<file path="config.mk">
export PLATFORM = sky130hd
export DESIGN_NAME = fht_but_stream
export DESIGN_NICKNAME = d
export VERILOG_FILES = /design/src/rtl/fht_but_stream_pkg.sv /design/src/rtl/fht_but_mac.sv /design/src/rtl/fht_but_stream.sv
export SDC_FILE = /design/constraint.sdc
export NUM_CORES = 1
export LEC_CHECK = 0
export ABC_CLOCK_PERIOD_IN_PS = 5250
export BUFFER_PORTS_ARGS = -buffer_cell sky130_fd_sc_hd__buf_2
export CORE_ASPECT_RATIO = 0.9
export CORE_MARGIN = 3
export CORE_UTILIZATION = 35
export CTS_CLUSTER_SIZE = 14
export DETAILED_ROUTE_END_ITERATION = 6
export GPL_TIMING_DRIVEN = 0
export SYNTH_ARGS = -nofsm -noshare
export SYNTH_HDL_FRONTEND = slang
export SYNTH_HIERARCHICAL = 1
export SYNTH_SLANG_ARGS = --single-unit
</file>
<file path="constraint.sdc">
create_clock -name iCLK -period 5.25 [get_ports iCLK]
set_clock_uncertainty 0.1 [all_clocks]
set_input_delay 0.525 -clock iCLK [delete_from_list [all_inputs] [get_ports iCLK]]
set_output_delay 0.525 -clock iCLK [all_outputs]
set_load 0.05 [all_outputs]
</file>
<file path="src/rtl/fht_but_stream_pkg.sv">
// Shared definitions for the streaming FHT butterfly.
//   D_BIT_DEF / W_BIT_DEF / T_BIT_DEF : default data, twiddle and tag widths
//   scale_e                           : per-sample output scaling mode
//   saturate() / sat_detect()         : width-parametrised signed clamp helpers
//                                       operating on a 64-bit sign-extended value
package fht_but_stream_pkg;

   localparam int unsigned D_BIT_DEF = 17;
   localparam int unsigned W_BIT_DEF = 12;
   localparam int unsigned T_BIT_DEF = 10;

   typedef enum logic {
      SCALE_SAT  = 1'b0,   // unscaled, saturate to D_BIT
      SCALE_HALF = 1'b1    // halve with round-half-up
   } scale_e;

   // Clamp v to the signed range of a w-bit number; result stays sign-extended.
   function automatic logic signed [63:0] saturate(input logic signed [63:0] v,
                                                   input int unsigned        w);
      logic signed [63:0] hi;
      logic signed [63:0] lo;
      hi = (64'sd1 <<< (w - 1)) - 64'sd1;
      lo = -hi - 64'sd1;
      if (v > hi)
         saturate = hi;
      else if (v < lo)
         saturate = lo;
      else
         saturate = v;
   endfunction

   // High when saturate(v, w) would alter v.
   function automatic logic sat_detect(input logic signed [63:0] v,
                                       input int unsigned        w);
      logic signed [63:0] hi;
      logic signed [63:0] lo;
      hi = (64'sd1 <<< (w - 1)) - 64'sd1;
      lo = -hi - 64'sd1;
      sat_detect = (v > hi) || (v < lo);
   endfunction

endpackage

</file>
<file path="src/rtl/fht_but_mac.sv">
// Stage-1 product term of the FHT butterfly (combinational).
//   x1, x2  : signed operands (D_BIT)
//   cs, sn  : signed Q1.(W_BIT-1) twiddles
//   sel     : 1 = bypass, p = x1 exactly
//   p       : rounded, saturated x1*cs + x2*sn (D_BIT)
//   ovf     : saturation occurred on the twiddle path
module fht_but_mac
   import fht_but_stream_pkg::*;
#(
   parameter int unsigned D_BIT = D_BIT_DEF,
   parameter int unsigned W_BIT = W_BIT_DEF
) (
   input  logic signed [D_BIT-1:0] x1,
   input  logic signed [D_BIT-1:0] x2,
   input  logic signed [W_BIT-1:0] cs,
   input  logic signed [W_BIT-1:0] sn,
   input  logic                    sel,
   output logic signed [D_BIT-1:0] p,
   output logic                    ovf
);

   localparam int unsigned PW = D_BIT + W_BIT + 1;
   // Half an LSB of the shifted result: 2^(W_BIT-2).
   localparam logic signed [PW-1:0] RND = {{(D_BIT+2){1'b0}}, 1'b1, {(W_BIT-2){1'b0}}};

   logic signed [PW-1:0] x1e, x2e, cse, sne;
   logic signed [PW-1:0] p_full, p_shift;

   always_comb begin
      x1e     = PW'(x1);
      x2e     = PW'(x2);
      cse     = PW'(cs);
      sne     = PW'(sn);
      p_full  = x1e * cse + x2e * sne + RND;
      p_shift = p_full >>> (W_BIT - 1);
      if (sel) begin
         p   = x1;
         ovf = 1'b0;
      end else begin
         p   = D_BIT'(saturate(64'(p_shift), D_BIT));
         ovf = sat_detect(64'(p_shift), D_BIT);
      end
   end

endmodule

</file>
<file path="src/rtl/fht_but_stream.sv">
// Two-stage streaming FHT butterfly with valid/ready handshake.
//   iCLK, iRESET        : clock, async active-high reset
//   iVALID / oREADY     : input handshake (oREADY = !oVALID || iREADY)
//   iX_0..iX_2          : signed operands, iSIN/iCOS twiddles, iSEL bypass,
//                         iSCALE halve-with-rounding, iTAG sideband
//   oVALID / iREADY     : output handshake
//   oY_0, oY_1, oTAG    : sum/difference results and aligned tag
//   oOVF / iCLR_OVF     : sticky saturation flag and its synchronous clear
module fht_but_stream
   import fht_but_stream_pkg::*;
#(
   parameter int unsigned D_BIT = D_BIT_DEF,
   parameter int unsigned W_BIT = W_BIT_DEF,
   parameter int unsigned T_BIT = T_BIT_DEF
) (
   input  logic                    iCLK,
   input  logic                    iRESET,
   input  logic                    iVALID,
   output logic                    oREADY,
   input  logic signed [D_BIT-1:0] iX_0,
   input  logic signed [D_BIT-1:0] iX_1,
   input  logic signed [D_BIT-1:0] iX_2,
   input  logic signed [W_BIT-1:0] iSIN,
   input  logic signed [W_BIT-1:0] iCOS,
   input  logic                    iSEL,
   input  logic                    iSCALE,
   input  logic        [T_BIT-1:0] iTAG,
   output logic                    oVALID,
   input  logic                    iREADY,
   output logic signed [D_BIT-1:0] oY_0,
   output logic signed [D_BIT-1:0] oY_1,
   output logic        [T_BIT-1:0] oTAG,
   output logic                    oOVF,
   input  logic                    iCLR_OVF
);

   localparam int unsigned SW = D_BIT + 2;

   logic                    en;
   logic signed [D_BIT-1:0] mac_p;
   logic                    mac_ovf;

   // stage-1 registers
   logic                    v1;
   logic signed [D_BIT-1:0] p1;
   logic signed [D_BIT-1:0] x0_1;
   scale_e                  scale1;
   logic        [T_BIT-1:0] tag1;

   // stage-2 combinational results
   logic signed [SW-1:0]    s_sum, s_dif, src0, src1;
   logic signed [D_BIT-1:0] y0_n, y1_n;
   logic                    s2_ovf;
   logic                    ovf_set;

   assign en     = !oVALID || iREADY;
   assign oREADY = en;

   fht_but_mac #(
      .D_BIT (D_BIT),
      .W_BIT (W_BIT)
   ) u_mac (
      .x1  (iX_1),
      .x2  (iX_2),
      .cs  (iCOS),
      .sn  (iSIN),
      .sel (iSEL),
      .p   (mac_p),
      .ovf (mac_ovf)
   );

   // Sum/difference carry two guard bits: X0-P can reach 2^D_BIT, so even the
   // halved path is clamped to keep the extreme corner from wrapping.
   always_comb begin
      s_sum = SW'(x0_1) + SW'(p1);
      s_dif = SW'(x0_1) - SW'(p1);
      if (scale1 == SCALE_HALF) begin
         src0 = (s_sum + SW'(1)) >>> 1;
         src1 = (s_dif + SW'(1)) >>> 1;
      end else begin
         src0 = s_sum;
         src1 = s_dif;
      end
      y0_n   = D_BIT'(saturate(64'(src0), D_BIT));
      y1_n   = D_BIT'(saturate(64'(src1), D_BIT));
      s2_ovf = sat_detect(64'(src0), D_BIT) || sat_detect(64'(src1), D_BIT);
   end

   assign ovf_set = en && ((iVALID && mac_ovf) || (v1 && s2_ovf));

   always_ff @(posedge iCLK or posedge iRESET) begin
      if (iRESET) begin
         v1     <= 1'b0;
         p1     <= '0;
         x0_1   <= '0;
         scale1 <= SCALE_SAT;
         tag1   <= '0;
         oVALID <= 1'b0;
         oY_0   <= '0;
         oY_1   <= '0;
         oTAG   <= '0;
         oOVF   <= 1'b0;
      end else begin
         if (en) begin
            v1     <= iVALID;
            p1     <= mac_p;
            x0_1   <= iX_0;
            scale1 <= scale_e'(iSCALE);
            tag1   <= iTAG;
            oVALID <= v1;
            oY_0   <= y0_n;
            oY_1   <= y1_n;
            oTAG   <= tag1;
         end
         // set has priority over clear
         if (ovf_set)
            oOVF <= 1'b1;
         else if (iCLR_OVF)
            oOVF <= 1'b0;
      end
   end

endmodule
</file>
==> impl_metrics.env <==
export IMPL_cts_path_max_buffers=2
export IMPL_syn_num_nets=3166
export IMPL_drive_gt1_share_pct=18.17
export IMPL_hold_viol=0
export IMPL_worst_setup_path_type="input pin to flip-flop"
export IMPL_async_reset_ff_share_pct=100.0
export IMPL_drc=0
export IMPL_synth_top_area_share_pct=39.30
export IMPL_fmax_mhz=135.6
export IMPL_met3_usage_pct=3.255
export IMPL_grt_overflow=0
export IMPL_postCtsHoldBufs=0
export IMPL_violations="setup timing"
export IMPL_layout_nets=3387
export IMPL_die_h_um=244.7
export IMPL_netlist_instances=2510
export IMPL_cpPeakStageDelay_ps=590
export IMPL_synth_top_cell_by_area="fa_1"
export IMPL_design_area_um2=26340
export IMPL_path_clk_slew_ps=80
export IMPL_rsz0062_at_grt="yes"
export IMPL_placementRows=86
export IMPL_cts_num_sinks=92
export IMPL_pin_count=139
export IMPL_drv_cap=0
export IMPL_finalSetupViolCount=18
export IMPL_cts_tree="built"
export IMPL_fin_crit_ps=7375
export IMPL_crit_fanout=10
export IMPL_grtUsageMet1_pct=28.73
export IMPL_synth_distinct_cells=103
export IMPL_htreeDepth=3
export IMPL_status="complete, but fails checks"
export IMPL_dp_cells=3479
export IMPL_cp_slowest_cell="fa_1"
export IMPL_antenna_found_initial=5
export IMPL_grt_max_degree=52
export IMPL_drtIter0Drc=1394
export IMPL_numCtsBuffers=9
export IMPL_n_fill_cell=6179
export IMPL_place_ws_ps=-3394
export IMPL_synth_area_leaders="fa_1 (39%), dfrtp_1 (10%), inv_1 (8.5%)"
export IMPL_fin_cells=3574
export IMPL_grt_busiest_layer="met2"
export IMPL_period_share_pct=140.5
export IMPL_layout_setup_ws_ps=-2125
export IMPL_die_w_um=271.2
export IMPL_grt_pass1_vias=18988
export IMPL_maxSlewHeadroom_pct=36.31
export IMPL_syn_area_um2=22160
export IMPL_end_kind="flip-flop"
export IMPL_track_usage_pct=20.15
export IMPL_hold_worst_slack_ps=148.0
export IMPL_firstDrtPassIters=6
export IMPL_routedWlPerCell_um=18.41
export IMPL_ys_seq_elements=92
export IMPL_maxSlewViolCount=0
export IMPL_critPathMostFrequentCell="fa_1"
export IMPL_ys_flop_type="dfrtp_1"
export IMPL_placed_area_um2=24270
export IMPL_initial_core_util_pct=35.75
export IMPL_seq_area_frac_synth_pct=10.39
export IMPL_hold_class="input pin to asynchronous set/reset pin"
export IMPL_grt_pass1_wl_um=105200
export IMPL_syn_to_final_growth_pct=18.87
export IMPL_dp_hpwl_um=55460
export IMPL_vias=18147
export IMPL_ant_nets=0
export IMPL_worstPathArrival_ps=7510
export IMPL_gp_congestion=0.9238
export IMPL_grt_util_met2_pct=33.15
export IMPL_yosysWarnings=6
export IMPL_io_buffers=132
export IMPL_synth_edf_count=0
export IMPL_avgViaCountPerCell=5.078
export IMPL_root_buffer="clkbuf_16"
export IMPL_worst_slew_pin_slew_ps=948.5
export IMPL_clk_latency_ps=370
export IMPL_avgSynthCellArea_um2=8.828
export IMPL_cp_required_ps=5380
export IMPL_dieArea_um2=66370
export IMPL_core_um2=61980
export IMPL_wirelength_um=65790
export IMPL_startpoint_type="input pin"
==> registers in the layout (all words and copies together), names as in the netlist <==
register and flops:
oOVF 1, oTAG 10, scale1 1, v1 1, oY_0 17, oY_1 17
tag1 10, p1 17, oVALID 1, x0_1 17
==> metal layers <==
metal	wire (um)	part of all wire, %	vias to the layer above
li1	-	-	8222
met1	29550	45	9304
met2	31010	47	551
met3	4381	6.7	66
met4	828	1.3	4
met5	21	0.032	-
==> worst max-delay path, delay by kind of cell <==
kind                     cells  cell delay [ps]
AO/OA/AOI/OAI                7             1490
adder cells (fa/ha/maj)      8             3880
buffers and inverters        7              720
AND/OR/NAND/NOR              7              860
==> timing repair <==
| action | 4_1_cts | 5_1_grt |
|---|---|---|
| pin swaps | 79 | 82 |
| endpoints found under the setup margin | 18 | 18 |
| cloned | 6 | 1 |
| resized for setup | 234 | 104 |
| endpoints found under the hold margin | 0 | 0 |
| buffers inserted | 39 | 31 |
==> final cells by class <==
type | count | area (um2) | area share, %
Tap cell | 836 | 1046 | 3.971
Clock buffer | 9 | 225.2 | 0.8551
Sequential cell | 92 | 2302 | 8.741
Inverter | 509 | 1928 | 7.321
Timing Repair Buffer | 210 | 1475 | 5.601
Buffer | 116 | 1171 | 4.447
Multi-Input combinational cell | 1793 | 18090 | 68.70
Clock inverter | 7 | 91.34 | 0.3468
Antenna cell | 2 | 5.005 | 0.01900
==> kinds of logic after synthesis <==
kind of cell | share of synthesized area (%)
AO/OA/AOI/OAI | 11.49
adder cells (fa/ha/maj) | 47.02
buffers and inverters | 10.89
AND/OR/NAND/NOR | 17.39
flip-flops | 10.39
multiplexers | 0.2372
XOR/XNOR | 2.592
==> metrics by stage <==
stage | setup TNS (ps) | util [%]
after global routing | -39530 | 42.49
after CTS | -35100 | 41.69
after detailed placement | -55100 | 39.16
after global placement | -53160 | 39.13
final | -35400 | 42.49
after floorplan | -27740 | -
==> synth_stat cells (all sizes together), types with 5 or more instances <==
library cell and instances:
a21o 19, o21a 8, nand4b 5, buf 17, nor2 75, maj3 9, nand3 24, a21oi 84
a211o 5, or2 13, and2 189, xnor2 47, a211oi 14, o21ai 100, nor3 11, clkbuf 99
o31ai 11, a31oi 13, nor3b 6, and3 12, or3 5, nor4 10, inv 507, o2111ai 7
a2bb2oi 15, a2111oi 9, dfrtp 92, o211ai 12, nand4 8, nand2 400, o211a 6, fa 435
ha 129, a31o 5, nand2b 26, xor2 12, nor2b 8
==> final timing paths <==
check	end	slack (ps)	depth (start not counted)	startpoint
min	oTAG[9]	150	2	iRESET
max	oOVF	-2120	29	iX_1[6]
min in group iCLK	x0_1[14]	250	3	iX_0[14]
max reg2reg	oY_1[11]	670	14	p1[0]
min reg2reg	tag1[9]	370	2	tag1[9]
max in group asynchronous	x0_1[5]	4220	3	iRESET
==> cell usage in the layout (no fill, tap or decap), types with 18 or more instances in the layout <==
master and n:
a21o_1 19, xnor2_1 44, nand3_1 18, inv_2 24
and2_1 176, nor2_1 67, ha_4 18, a21oi_1 70
buf_4 82, fa_1 411, o21ai_1 32, clkbuf_1 35
dfrtp_1 92, o21ai_0 61, clkbuf_16 22, buf_2 110
nand2b_1 25, inv_1 478, clkbuf_8 19, buf_6 28
nand2_1 390, fa_2 24, ha_1 110
Power is left out: the tool's default activity adds up to more than one toggle a clock period on the data nets, which glitch-free logic cannot reach.
